$ cat config.mk
export PLATFORM = sky130hd
export DESIGN_NAME = mips_hilo_unit
export DESIGN_NICKNAME = d
export VERILOG_FILES = /design/src/rtl/mips_hilo_unit_pkg.sv /design/src/rtl/mips_muldiv_core.sv /design/src/rtl/mips_hilo_unit.sv
export SDC_FILE = /design/constraint.sdc
export NUM_CORES = 1
export LEC_CHECK = 0
export BUFFER_PORTS_ARGS = -buffer_cell sky130_fd_sc_hd__buf_2
export CAP_MARGIN = 20
export CORE_MARGIN = 3
export CORE_UTILIZATION = 55
export CTS_CLUSTER_SIZE = 25
export DETAILED_ROUTE_END_ITERATION = 8
export GPL_ROUTABILITY_DRIVEN = 0
export GPL_TIMING_DRIVEN = 1
export HOLD_SLACK_MARGIN = 0.08
export PLACE_DENSITY_LB_ADDON = 0.08
export REMOVE_ABC_BUFFERS = 1
export SYNTH_ARGS = -nofsm -noshare
export SYNTH_HDL_FRONTEND = slang
export SYNTH_SLANG_ARGS = --single-unit
$ cat constraint.sdc
create_clock -name clk -period 5 [get_ports clk]
set_input_delay 1 -clock clk [delete_from_list [all_inputs] [get_ports clk]]
set_output_delay 1 -clock clk [all_outputs]
set_load 0.05 [all_outputs]
$ cat src/rtl/mips_hilo_unit_pkg.sv
// Shared encodings for the HI/LO unit: source selects, FSM states, engine op.
package mips_hilo_unit_pkg;
  localparam int HI_LO_SEL_WIDTH = 2;

  localparam logic [HI_LO_SEL_WIDTH-1:0] HILO_SEL_HOLD = 2'b00;
  localparam logic [HI_LO_SEL_WIDTH-1:0] HILO_SEL_RS   = 2'b01;
  localparam logic [HI_LO_SEL_WIDTH-1:0] HILO_SEL_DIV  = 2'b10;
  localparam logic [HI_LO_SEL_WIDTH-1:0] HILO_SEL_MULT = 2'b11;

  typedef enum logic [1:0] {HILO_IDLE, HILO_BUSY, HILO_DONE} hilo_state_t;
  typedef enum logic {OP_MULT, OP_DIV} muldiv_op_t;
endpackage

$ cat src/rtl/mips_muldiv_core.sv
// Unsigned magnitude engine: one shift-add (MULT) or restoring-subtract (DIV)
// step per cycle into a 2*DATA_WIDTH accumulator.
module mips_muldiv_core
  import mips_hilo_unit_pkg::*;
#(
  parameter int DATA_WIDTH  = 32,
  parameter int ITER_CYCLES = 32
) (
  input  logic                    clk,
  input  logic                    rst_n,
  input  logic                    load,
  input  logic                    step,
  input  muldiv_op_t              op,
  input  logic [DATA_WIDTH-1:0]   a_mag,
  input  logic [DATA_WIDTH-1:0]   b_mag,
  output logic [DATA_WIDTH-1:0]   acc_hi,
  output logic [DATA_WIDTH-1:0]   acc_lo,
  output logic                    last_iter
);
  localparam int W  = DATA_WIDTH;
  localparam int CW = $clog2(ITER_CYCLES + 1);
  localparam logic [CW-1:0] LAST = CW'(ITER_CYCLES - 1);

  logic [2*W-1:0] acc_q, acc_d;
  logic [W-1:0]   opnd_q, opnd_d;
  muldiv_op_t     op_q, op_d;
  logic [CW-1:0]  cnt_q, cnt_d;

  logic [W:0]     sum, trial;
  logic [2*W:0]   add_shr;
  logic [2*W-1:0] shl;

  always_comb begin
    acc_d   = acc_q;
    opnd_d  = opnd_q;
    op_d    = op_q;
    cnt_d   = cnt_q;
    sum     = {1'b0, acc_q[2*W-1:W]} + {1'b0, opnd_q};
    add_shr = {sum, acc_q[W-1:0]};
    shl     = {acc_q[2*W-2:0], 1'b0};
    // Remainder stays below the divisor, so the shifted upper half never loses a bit.
    trial   = {1'b0, shl[2*W-1:W]} - {1'b0, opnd_q};
    if (load) begin
      op_d   = op;
      cnt_d  = '0;
      acc_d  = (op == OP_MULT) ? {{W{1'b0}}, b_mag} : {{W{1'b0}}, a_mag};
      opnd_d = (op == OP_MULT) ? a_mag : b_mag;
    end else if (step) begin
      cnt_d = cnt_q + 1'b1;
      if (op_q == OP_MULT) begin
        acc_d = acc_q[0] ? add_shr[2*W:1] : {1'b0, acc_q[2*W-1:1]};
      end else begin
        acc_d = trial[W] ? shl : {trial[W-1:0], shl[W-1:1], 1'b1};
      end
    end
  end

  always_ff @(posedge clk) begin
    if (!rst_n) begin
      acc_q  <= '0;
      opnd_q <= '0;
      op_q   <= OP_MULT;
      cnt_q  <= '0;
    end else begin
      acc_q  <= acc_d;
      opnd_q <= opnd_d;
      op_q   <= op_d;
      cnt_q  <= cnt_d;
    end
  end

  assign acc_hi    = acc_q[2*W-1:W];
  assign acc_lo    = acc_q[W-1:0];
  assign last_iter = (cnt_q == LAST);
endmodule

$ cat src/rtl/mips_hilo_unit.sv
// HI/LO registers with MTHI/MTLO writes and a multi-cycle signed MULT/DIV;
// holds stall high while the engine runs.
module mips_hilo_unit
  import mips_hilo_unit_pkg::*;
#(
  parameter int DATA_WIDTH  = 32,
  parameter int ITER_CYCLES = 32
) (
  input  logic                       clk,
  input  logic                       rst_n,
  input  logic                       hi_write,
  input  logic                       lo_write,
  input  logic [HI_LO_SEL_WIDTH-1:0] hi_select,
  input  logic [HI_LO_SEL_WIDTH-1:0] lo_select,
  input  logic [DATA_WIDTH-1:0]      rs_data,
  input  logic [DATA_WIDTH-1:0]      rt_data,
  output logic [DATA_WIDTH-1:0]      hi_out,
  output logic [DATA_WIDTH-1:0]      lo_out,
  output logic                       stall,
  output logic                       busy
);
  localparam int W = DATA_WIDTH;

  hilo_state_t   state_q, state_d;
  logic [W-1:0]  hi_q, hi_d, lo_q, lo_d, rs_raw_q, rs_raw_d;
  logic          sign_rs_q, sign_rs_d, sign_rt_q, sign_rt_d, rt_zero_q, rt_zero_d;
  muldiv_op_t    op_q, op_d, start_op;

  logic          start, core_load, core_step, last_iter;
  logic [W-1:0]  rs_mag, rt_mag, acc_hi, acc_lo, quo, rem;
  logic [2*W-1:0] prod;

  assign rs_mag   = rs_data[W-1] ? (~rs_data + 1'b1) : rs_data;
  assign rt_mag   = rt_data[W-1] ? (~rt_data + 1'b1) : rt_data;
  assign start    = hi_write && lo_write && (hi_select == lo_select) &&
                    ((hi_select == HILO_SEL_DIV) || (hi_select == HILO_SEL_MULT));
  assign start_op = (hi_select == HILO_SEL_DIV) ? OP_DIV : OP_MULT;

  mips_muldiv_core #(.DATA_WIDTH(DATA_WIDTH), .ITER_CYCLES(ITER_CYCLES)) u_core (
    .clk       (clk),
    .rst_n     (rst_n),
    .load      (core_load),
    .step      (core_step),
    .op        (start_op),
    .a_mag     (rs_mag),
    .b_mag     (rt_mag),
    .acc_hi    (acc_hi),
    .acc_lo    (acc_lo),
    .last_iter (last_iter)
  );

  always_comb begin
    state_d   = state_q;
    hi_d      = hi_q;
    lo_d      = lo_q;
    rs_raw_d  = rs_raw_q;
    sign_rs_d = sign_rs_q;
    sign_rt_d = sign_rt_q;
    rt_zero_d = rt_zero_q;
    op_d      = op_q;
    core_load = 1'b0;
    core_step = 1'b0;
    stall     = 1'b0;
    prod      = (sign_rs_q ^ sign_rt_q) ? (~{acc_hi, acc_lo} + 1'b1) : {acc_hi, acc_lo};
    quo       = (sign_rs_q ^ sign_rt_q) ? (~acc_lo + 1'b1) : acc_lo;
    rem       = sign_rs_q ? (~acc_hi + 1'b1) : acc_hi;
    unique case (state_q)
      HILO_IDLE: begin
        if (start) begin
          state_d   = HILO_BUSY;
          core_load = 1'b1;
          stall     = 1'b1;
          op_d      = start_op;
          rs_raw_d  = rs_data;
          sign_rs_d = rs_data[W-1];
          sign_rt_d = rt_data[W-1];
          rt_zero_d = (rt_data == '0);
        end else begin
          if (hi_write && hi_select == HILO_SEL_RS) hi_d = rs_data;
          if (lo_write && lo_select == HILO_SEL_RS) lo_d = rs_data;
        end
      end
      HILO_BUSY: begin
        core_step = 1'b1;
        stall     = 1'b1;
        if (last_iter) state_d = HILO_DONE;
      end
      HILO_DONE: begin
        state_d = HILO_IDLE;
        if (op_q == OP_MULT) begin
          hi_d = prod[2*W-1:W];
          lo_d = prod[W-1:0];
        end else if (rt_zero_q) begin
          hi_d = rs_raw_q;
          lo_d = '1;
        end else begin
          hi_d = rem;
          lo_d = quo;
        end
      end
      default: state_d = HILO_IDLE;
    endcase
    // Reset aborts everything, including the stall request of this cycle.
    if (!rst_n) stall = 1'b0;
  end

  always_ff @(posedge clk) begin
    if (!rst_n) begin
      state_q   <= HILO_IDLE;
      hi_q      <= '0;
      lo_q      <= '0;
      rs_raw_q  <= '0;
      sign_rs_q <= 1'b0;
      sign_rt_q <= 1'b0;
      rt_zero_q <= 1'b0;
      op_q      <= OP_MULT;
    end else begin
      state_q   <= state_d;
      hi_q      <= hi_d;
      lo_q      <= lo_d;
      rs_raw_q  <= rs_raw_d;
      sign_rs_q <= sign_rs_d;
      sign_rt_q <= sign_rt_d;
      rt_zero_q <= rt_zero_d;
      op_q      <= op_d;
    end
  end

  assign hi_out = hi_q;
  assign lo_out = lo_q;
  assign busy   = (state_q == HILO_BUSY);
endmodule
# Word-level counts from Yosys, hierarchy flattened
# Cells that the tools add are included.
dict set report classes {
  muxes 31
  n_addsub 8
  n_bitwise 7
  eq_ne 13
  n_reduce_logical 15
}
# op count
set op_table {}
lappend op_table {{32-bit 2-to-1 mux} 14}
lappend op_table {{64-bit 2-to-1 mux} 6}
lappend op_table {{32-bit by 1-bit adder with 32-bit output, second input constant} 4}
lappend op_table {{32-bit inverter} 4}
lappend op_table {{32-bit case mux with 2 select lines} 2}
lappend op_table {{64-bit by 1-bit adder with 64-bit output, second input constant} 1}
lappend op_table {{64-bit inverter} 1}
lappend op_table {{32-bit by 32-bit adder with 33-bit output} 1}
lappend op_table {{32-bit by 32-bit subtractor with 33-bit output} 1}
lappend op_table {{32-bit logical NOT} 1}
lappend op_table {{2-bit != test, second input constant} 4}
lappend op_table {{6-bit by 1-bit adder with 6-bit output, second input constant} 1}
lappend op_table {{2-bit by 1-bit equality test with 1-bit output, second input constant} 3}
lappend op_table {{2-bit equality test, second input constant} 3}
lappend op_table {{6-bit by 5-bit equality test with 1-bit output, second input constant} 1}
lappend op_table {{3-bit AND reduction} 2}
lappend op_table {{1-bit logical AND} 5}
lappend op_table {{1-bit 2-to-1 mux} 5}
lappend op_table {{2-bit 2-to-1 mux} 2}
lappend op_table {{2-bit case mux with 2 select lines} 1}
lappend op_table {{2-bit AND reduction} 2}
lappend op_table {{2-bit nonzero test} 2}
lappend op_table {{2-bit equality test} 1}
lappend op_table {{2-bit logical NOT} 1}
lappend op_table {{other kinds (6)} 6}
dict set report word_totals {
  elab_cells 86
  out_inout_bits 66
  register_bits 205
}

# Depth between registers and ports, before layout
dict set report logic_depth {
  ltp_word 6
  depth_mapped 15
}

# Hierarchy
# Synthesis repeated with hierarchy kept, for this count alone.
dict set report hier_totals {
  cells_unflattened 2435
  area_unflattened_um2 18353.9
}
# module cells_per_inst n_inst seq_area_each_um2 area_each_um2
set modules_own_cells {}
lappend modules_own_cells {mips_muldiv_core 1227 1 2062.0 9546.7}
lappend modules_own_cells {mips_hilo_unit 1208 1 2021.9 8807.2}

# Least setup slack after synthesis
# OpenSTA, ideal clock, no wires.
dict set report synth_path {
  path_type {in2out}
  startpoint {in lo_select[1]}
  endpoint {out stall}
  slack_ps 1536
  cell_stages 4
  t_arrival_ps 2464
  path_cell_list {nand4_1 -> nor4_1 -> nor2_1 -> nor2_1}
}
dict set report synth_between {
  elab_chain_len 6
}
# item line
set synth_rtl {}
lappend synth_rtl {{from (decl)} mips_hilo_unit.sv:14} ;# input logic [HI_LO_SEL_WIDTH-1:0] lo_select,
lappend synth_rtl {{2-bit equality test} mips_hilo_unit.sv:35} ;# assign start = hi_write && lo_write && (hi_select == lo_select) &&
lappend synth_rtl {{1-bit logical AND (2 in a row)} mips_hilo_unit.sv:35}
lappend synth_rtl {{1-bit 2-to-1 mux} mips_hilo_unit.sv:69} ;# if (start) begin
lappend synth_rtl {{1-bit case mux with 2 select lines} mips_hilo_unit.sv:67} ;# unique case (state_q)
lappend synth_rtl {{1-bit 2-to-1 mux} mips_hilo_unit.sv:104} ;# if (!rst_n) stall = 1'b0;
lappend synth_rtl {{to (decl)} mips_hilo_unit.sv:19} ;# output logic stall,
# No other way between the ends.

# Worst setup path in the final report
dict set report layout_path {
  startpoint {reg u_core.acc_q[33]}
  endpoint {reg u_core.acc_q[62]}
}
dict set report layout_between {
  elab_chain_len 5
  elab_cells_between_ends 7
}
# item line
set layout_rtl {}
lappend layout_rtl {{from (decl)} mips_muldiv_core.sv:24} ;# logic [2*W-1:0] acc_q, acc_d;
lappend layout_rtl {{from (signal assigned)} mips_muldiv_core.sv:60} ;# acc_q <= '0;
lappend layout_rtl {{from (signal assigned)} mips_muldiv_core.sv:65} ;# acc_q <= acc_d;
lappend layout_rtl {{32-bit by 32-bit adder with 33-bit output or 32-bit by 32-bit subtractor with 33-bit output (tied branches)} {mips_muldiv_core.sv:38, mips_muldiv_core.sv:42}}
lappend layout_rtl {{64-bit 2-to-1 mux (on tied branches)} {mips_muldiv_core.sv:51, mips_muldiv_core.sv:53}}
lappend layout_rtl {{64-bit 2-to-1 mux *} mips_muldiv_core.sv:50} ;# if (op_q == OP_MULT) begin
lappend layout_rtl {{64-bit 2-to-1 mux *} mips_muldiv_core.sv:48} ;# end else if (step) begin
lappend layout_rtl {{64-bit 2-to-1 mux *} mips_muldiv_core.sv:43} ;# if (load) begin
# Every way passes the cells marked *; elsewhere a longest branch is shown, timed or not. The select of a mux whose other input is x is not followed.
# A chain may end at the register's enable or synchronous reset.

==> key figures <==
GRT
  – Largest net degree at the start of global routing: 86
  – Congestion Overflow GR: 0
  – First-pass GRT wire length: about 93000 µm
  – Initial antenna violation count: 0
  – All-Layer GR Usage: 0.342
  – Vias in the first global route: around 17000

Setup path
  – RR Endpoint: u_core.acc_q[62]$_SDFFE_PN0N_
  – R2r startpoint: u_core.acc_q[33]$_SDFFE_PN0N_
  – CP arrival: about 4.1 ns
  – Setup Crit Path Kind: flip-flop to flip-flop
  – Worst Setup End Kind: flip-flop
  – CP Launch Type: flip-flop
  – Critical Path RT: 5.41 ns
  – Worst reg2reg setup slack: roughly 1.3 ns
  – R2r worst-path depth: 10
  – Critical path peak fanout: 35

Clock tree
  – H-tree depth: 1
  – Clock buffer depth: 3
  – # clock sinks: 203
  – Clk Latency, worst-skew pair: between 0.5 and 0.6 ns
  – Post-CTS setup buffers: 0
  – Clock transition at path regs: 0.06 ns
  – CTS Root Cell: clkbuf_16
  – Cts hold-fix bufs: 0
  – # resized after CTS: 0
  – Num CTS Buffers: 24
  – CTS tree: done

STA
  – Final hold violation count: 0
  – RSZ-0062 raised after global routing: false
  – Worst slew pin tran: 1.09 ns
  – FMAX: 0.270 GHz
  – Final period utilization: 0.740
  – Clock skew: 0.00930 ns
  – Relative slew slack: 0.268
  – Min Tclk post-route: between 3 and 4 ns
  – Setup-failing EPs final: 0
  – Slew Limit Fails: 0

Logic synthesis
  – Post-synth EDFFs: 0
  – #FFs+latches synth: around 200
  – Netlist cell types: 84
  – YS warnings: 0
  – Fraction of registers with async set/reset: 0
  – Dominant synthesized flop cell: dfxtp_1
  – Post-synthesis sequential area ratio: 0.239
  – Synth Cell Area: 17000 µm²
  – Post-Synthesis Cells: around 2300
  – Avg Cell Area, Syn: between 7 and 8 µm²

Run status
  – Status: complete, no violations

Worst hold path
  – Hold Path Depth: 2
  – Hold Path Sink: lo_out[5]$_SDFFE_PN0P_
  – HP Start: lo_out[5]$_SDFFE_PN0P_
  – Hold Crit Class: flip-flop to flip-flop

Die
  – Die X: ~180 µm
  – I/O pin total: 138
  – Die area: 33100 µm²
  – Die Y: roughly 180 µm
  – Cell row count: 63
  – Core area: 30100 µm²
  – Initial Utilization: 0.566

Placement
  – DP HPWL: 42900 µm
  – Dpl cells: around 2700
  – Placed inst area: between 15000 and 20000 µm²
  – I/O Buffers: between 100 and 150

Detailed routing
  – Initial DRC Count: between 2000 and 2500
  – Pre-Repair DR Iteration Count: 6
  – Wirelength, routed: a little under 60000 µm
  – # DRC: 0
  – Vias per inst: 6.61
  – Vias: ~18000
  – Routed Antenna Nets: 0
  – Post-DR wirelength/cell: 21.5 µm

Layout
  – Layout Area Growth over Synthesis: 8.75%
  – Post-Layout Inst Area: around 19000 µm²
  – Net count, final: between 2000 and 2500
  – Fin cells: between 2000 and 3000
  – Layout cells sized above 1: 0.108
  – Antenna cell count: 0

Pwr
  – Pwr Density: roughly 240 nW/µm²
  – Worst VDD drop: between 200 and 250 µV
  – Pleak: 7.27 nW

Job
  – Max cap viols: 0
state kept, by name, indices dropped and copies added, names as in the netlist:
name,count
u_core.acc_q,64
hi_out,32
lo_out,32
rs_raw_q,32
u_core.opnd_q,32
u_core.cnt_q,6
state_q,2
op_q,1
rt_zero_q,1
sign_rt_q,1
logic make-up after synthesis:
logic type,count (synthesis),synth area share
and+or+nand+nor,747,0.201
muxes,62,0.0369
DFF,203,0.239
buffers and inverters,271,0.0618
AOI/OAI and AO/OA,815,0.316
adders and majority gates,72,0.0538
xor gates and xnor gates,179,0.0920
power by group:
group / total [mW] / internal (mW) / switching (mW)
clock network: 1.79 / 1.05 / 0.740
registers: 1.71 / 1.66 / 0.0522
logic: 0.919 / 0.294 / 0.625
how the worst max path moves through the flow:
stage | start | end | slack (ns) | cells after the start
CTS | u_core.acc_q[33]$_SDFFE_PN0N_ | u_core.acc_q[36]$_SDFFE_PN0N_ | 1.39 | 11
floorplan | hi_select[0] | u_core.opnd_q[23]$_SDFFE_PN0P_ | -4.58 | 6
detailed placement | rt_data[8] | u_core.acc_q[26]$_SDFFE_PN0N_ | 1.30 | 9
global route | u_core.acc_q[31]$_SDFFE_PN0N_ | u_core.acc_q[34]$_SDFFE_PN0N_ | 1.03 | 12
finish | u_core.acc_q[33]$_SDFFE_PN0N_ | u_core.acc_q[62]$_SDFFE_PN0N_ | 1.30 | 10
global placement | rt_data[8] | u_core.opnd_q[26]$_SDFFE_PN0P_ | 1.38 | 9
synth_stat cells (14+ instances only):
| library cell | count | area share |
|---|---|---|
| nand2_1 | 364 | 0.080 |
| a21oi_1 | 215 | 0.063 |
| dfxtp_1 | 203 | 0.24 |
| o21ai_0 | 169 | 0.050 |
| clkbuf_1 | 167 | 0.037 |
| nor2_1 | 154 | 0.034 |
| xnor2_1 | 96 | 0.049 |
| xor2_1 | 83 | 0.043 |
| ha_1 | 70 | 0.051 |
| inv_1 | 68 | 0.015 |
| o211ai_1 | 65 | 0.029 |
| mux2i_1 | 56 | 0.033 |
| nand3_1 | 45 | 0.013 |
| a21boi_0 | 41 | 0.018 |
| o221ai_1 | 40 | 0.021 |
| a21o_1 | 36 | 0.016 |
| a211oi_1 | 35 | 0.015 |
| o31ai_1 | 35 | 0.015 |
| nor3_1 | 33 | 0.0097 |
| a31oi_1 | 25 | 0.0092 |
| or3_1 | 23 | 0.0084 |
| buf_1 | 21 | 0.0046 |
| nand2b_1 | 20 | 0.0073 |
| nor2b_1 | 19 | 0.0070 |
| nand4_1 | 18 | 0.0066 |
| o2111ai_1 | 18 | 0.0093 |
| a22o_1 | 14 | 0.0072 |
area by class of cell:
cell class | count | area (µm²)
Tap cell | 390 | 488
Fill cell | 2838 | 11600
Timing Repair Buffer | 171 | 941
Inverter | 69 | 259
Clock buffer | 36 | 727
Clock inverter | 8 | 72.6
Sequential cell | 203 | 4070
Multi-Input combinational cell | 1875 | 12000
placed cells by master (no fill, tap or decap), types with 8 or more instances in the layout:
cell type / Yosys / routed
nor4_2: 7 / 8
nand2b_1: 20 / 20
dfxtp_1: 203 / 201
o2111ai_1: 18 / 18
inv_1: 68 / 66
buf_4: 2 / 34
o21ai_0: 169 / 169
nor2_1: 154 / 153
a21boi_0: 41 / 41
a31oi_1: 25 / 25
o31ai_1: 35 / 35
nor3_1: 33 / 33
a22oi_1: 11 / 11
a211oi_1: 35 / 35
nor2b_1: 19 / 18
clkbuf_16: 0 / 25
mux2i_1: 56 / 56
a221oi_1: 8 / 8
o21a_1: 9 / 9
o41ai_1: 11 / 11
o211ai_1: 65 / 65
xnor2_1: 96 / 95
buf_2: 9 / 137
or4_1: 12 / 11
a22o_1: 14 / 14
ha_1: 70 / 70
nand3_1: 45 / 45
a21oi_1: 215 / 215
nor4_1: 12 / 11
nand2_1: 364 / 364
xor2_1: 83 / 82
a32o_1: 10 / 10
o211a_1: 8 / 8
a21o_1: 36 / 36
or3_1: 23 / 23
o221ai_1: 40 / 40
nand4_1: 18 / 18
stage by stage:
| step | power [mW] | hold WS, ns | util | TNS, ns | setup slack, ns |
|---|---|---|---|---|---|
| after global placement | 2.62 | 0.438 | 0.589 | 0 | 1.38 |
| after global routing | 4.57 | 0.457 | 0.615 | 0 | 1.03 |
| after CTS | 4.41 | 0.453 | 0.615 | 0 | 1.39 |
| final | 4.42 | 0.450 | 0.615 | 0 | 1.30 |
| after detailed placement | 2.63 | 0.445 | 0.589 | 0 | 1.30 |
| after floorplan | 2.31 | 0.432 | - | -312.82 | -4.58 |
per-layer routing:
layer	up-vias	global-route usage	routed length, µm
li1	8520	-	-
met2	954	0.537	25900
met3	165	0.0481	5150
met4	0	0.158	3260
met1	8552	0.464	24900
met5	-	0	0
worst max-delay path, stage by stage (launching register included):
cell and delay (ns):
dfxtp_1 0.59, ha_1 0.35, nor2b_1 0.17, o31a_1 0.30
o211ai_1 0.49, nand2_1 0.28, a41oi_4 0.47, buf_4 0.41
nand2_1 0.23, nor2_1 0.20, o31ai_1 0.09
Power figures use the tool's default switching activity.
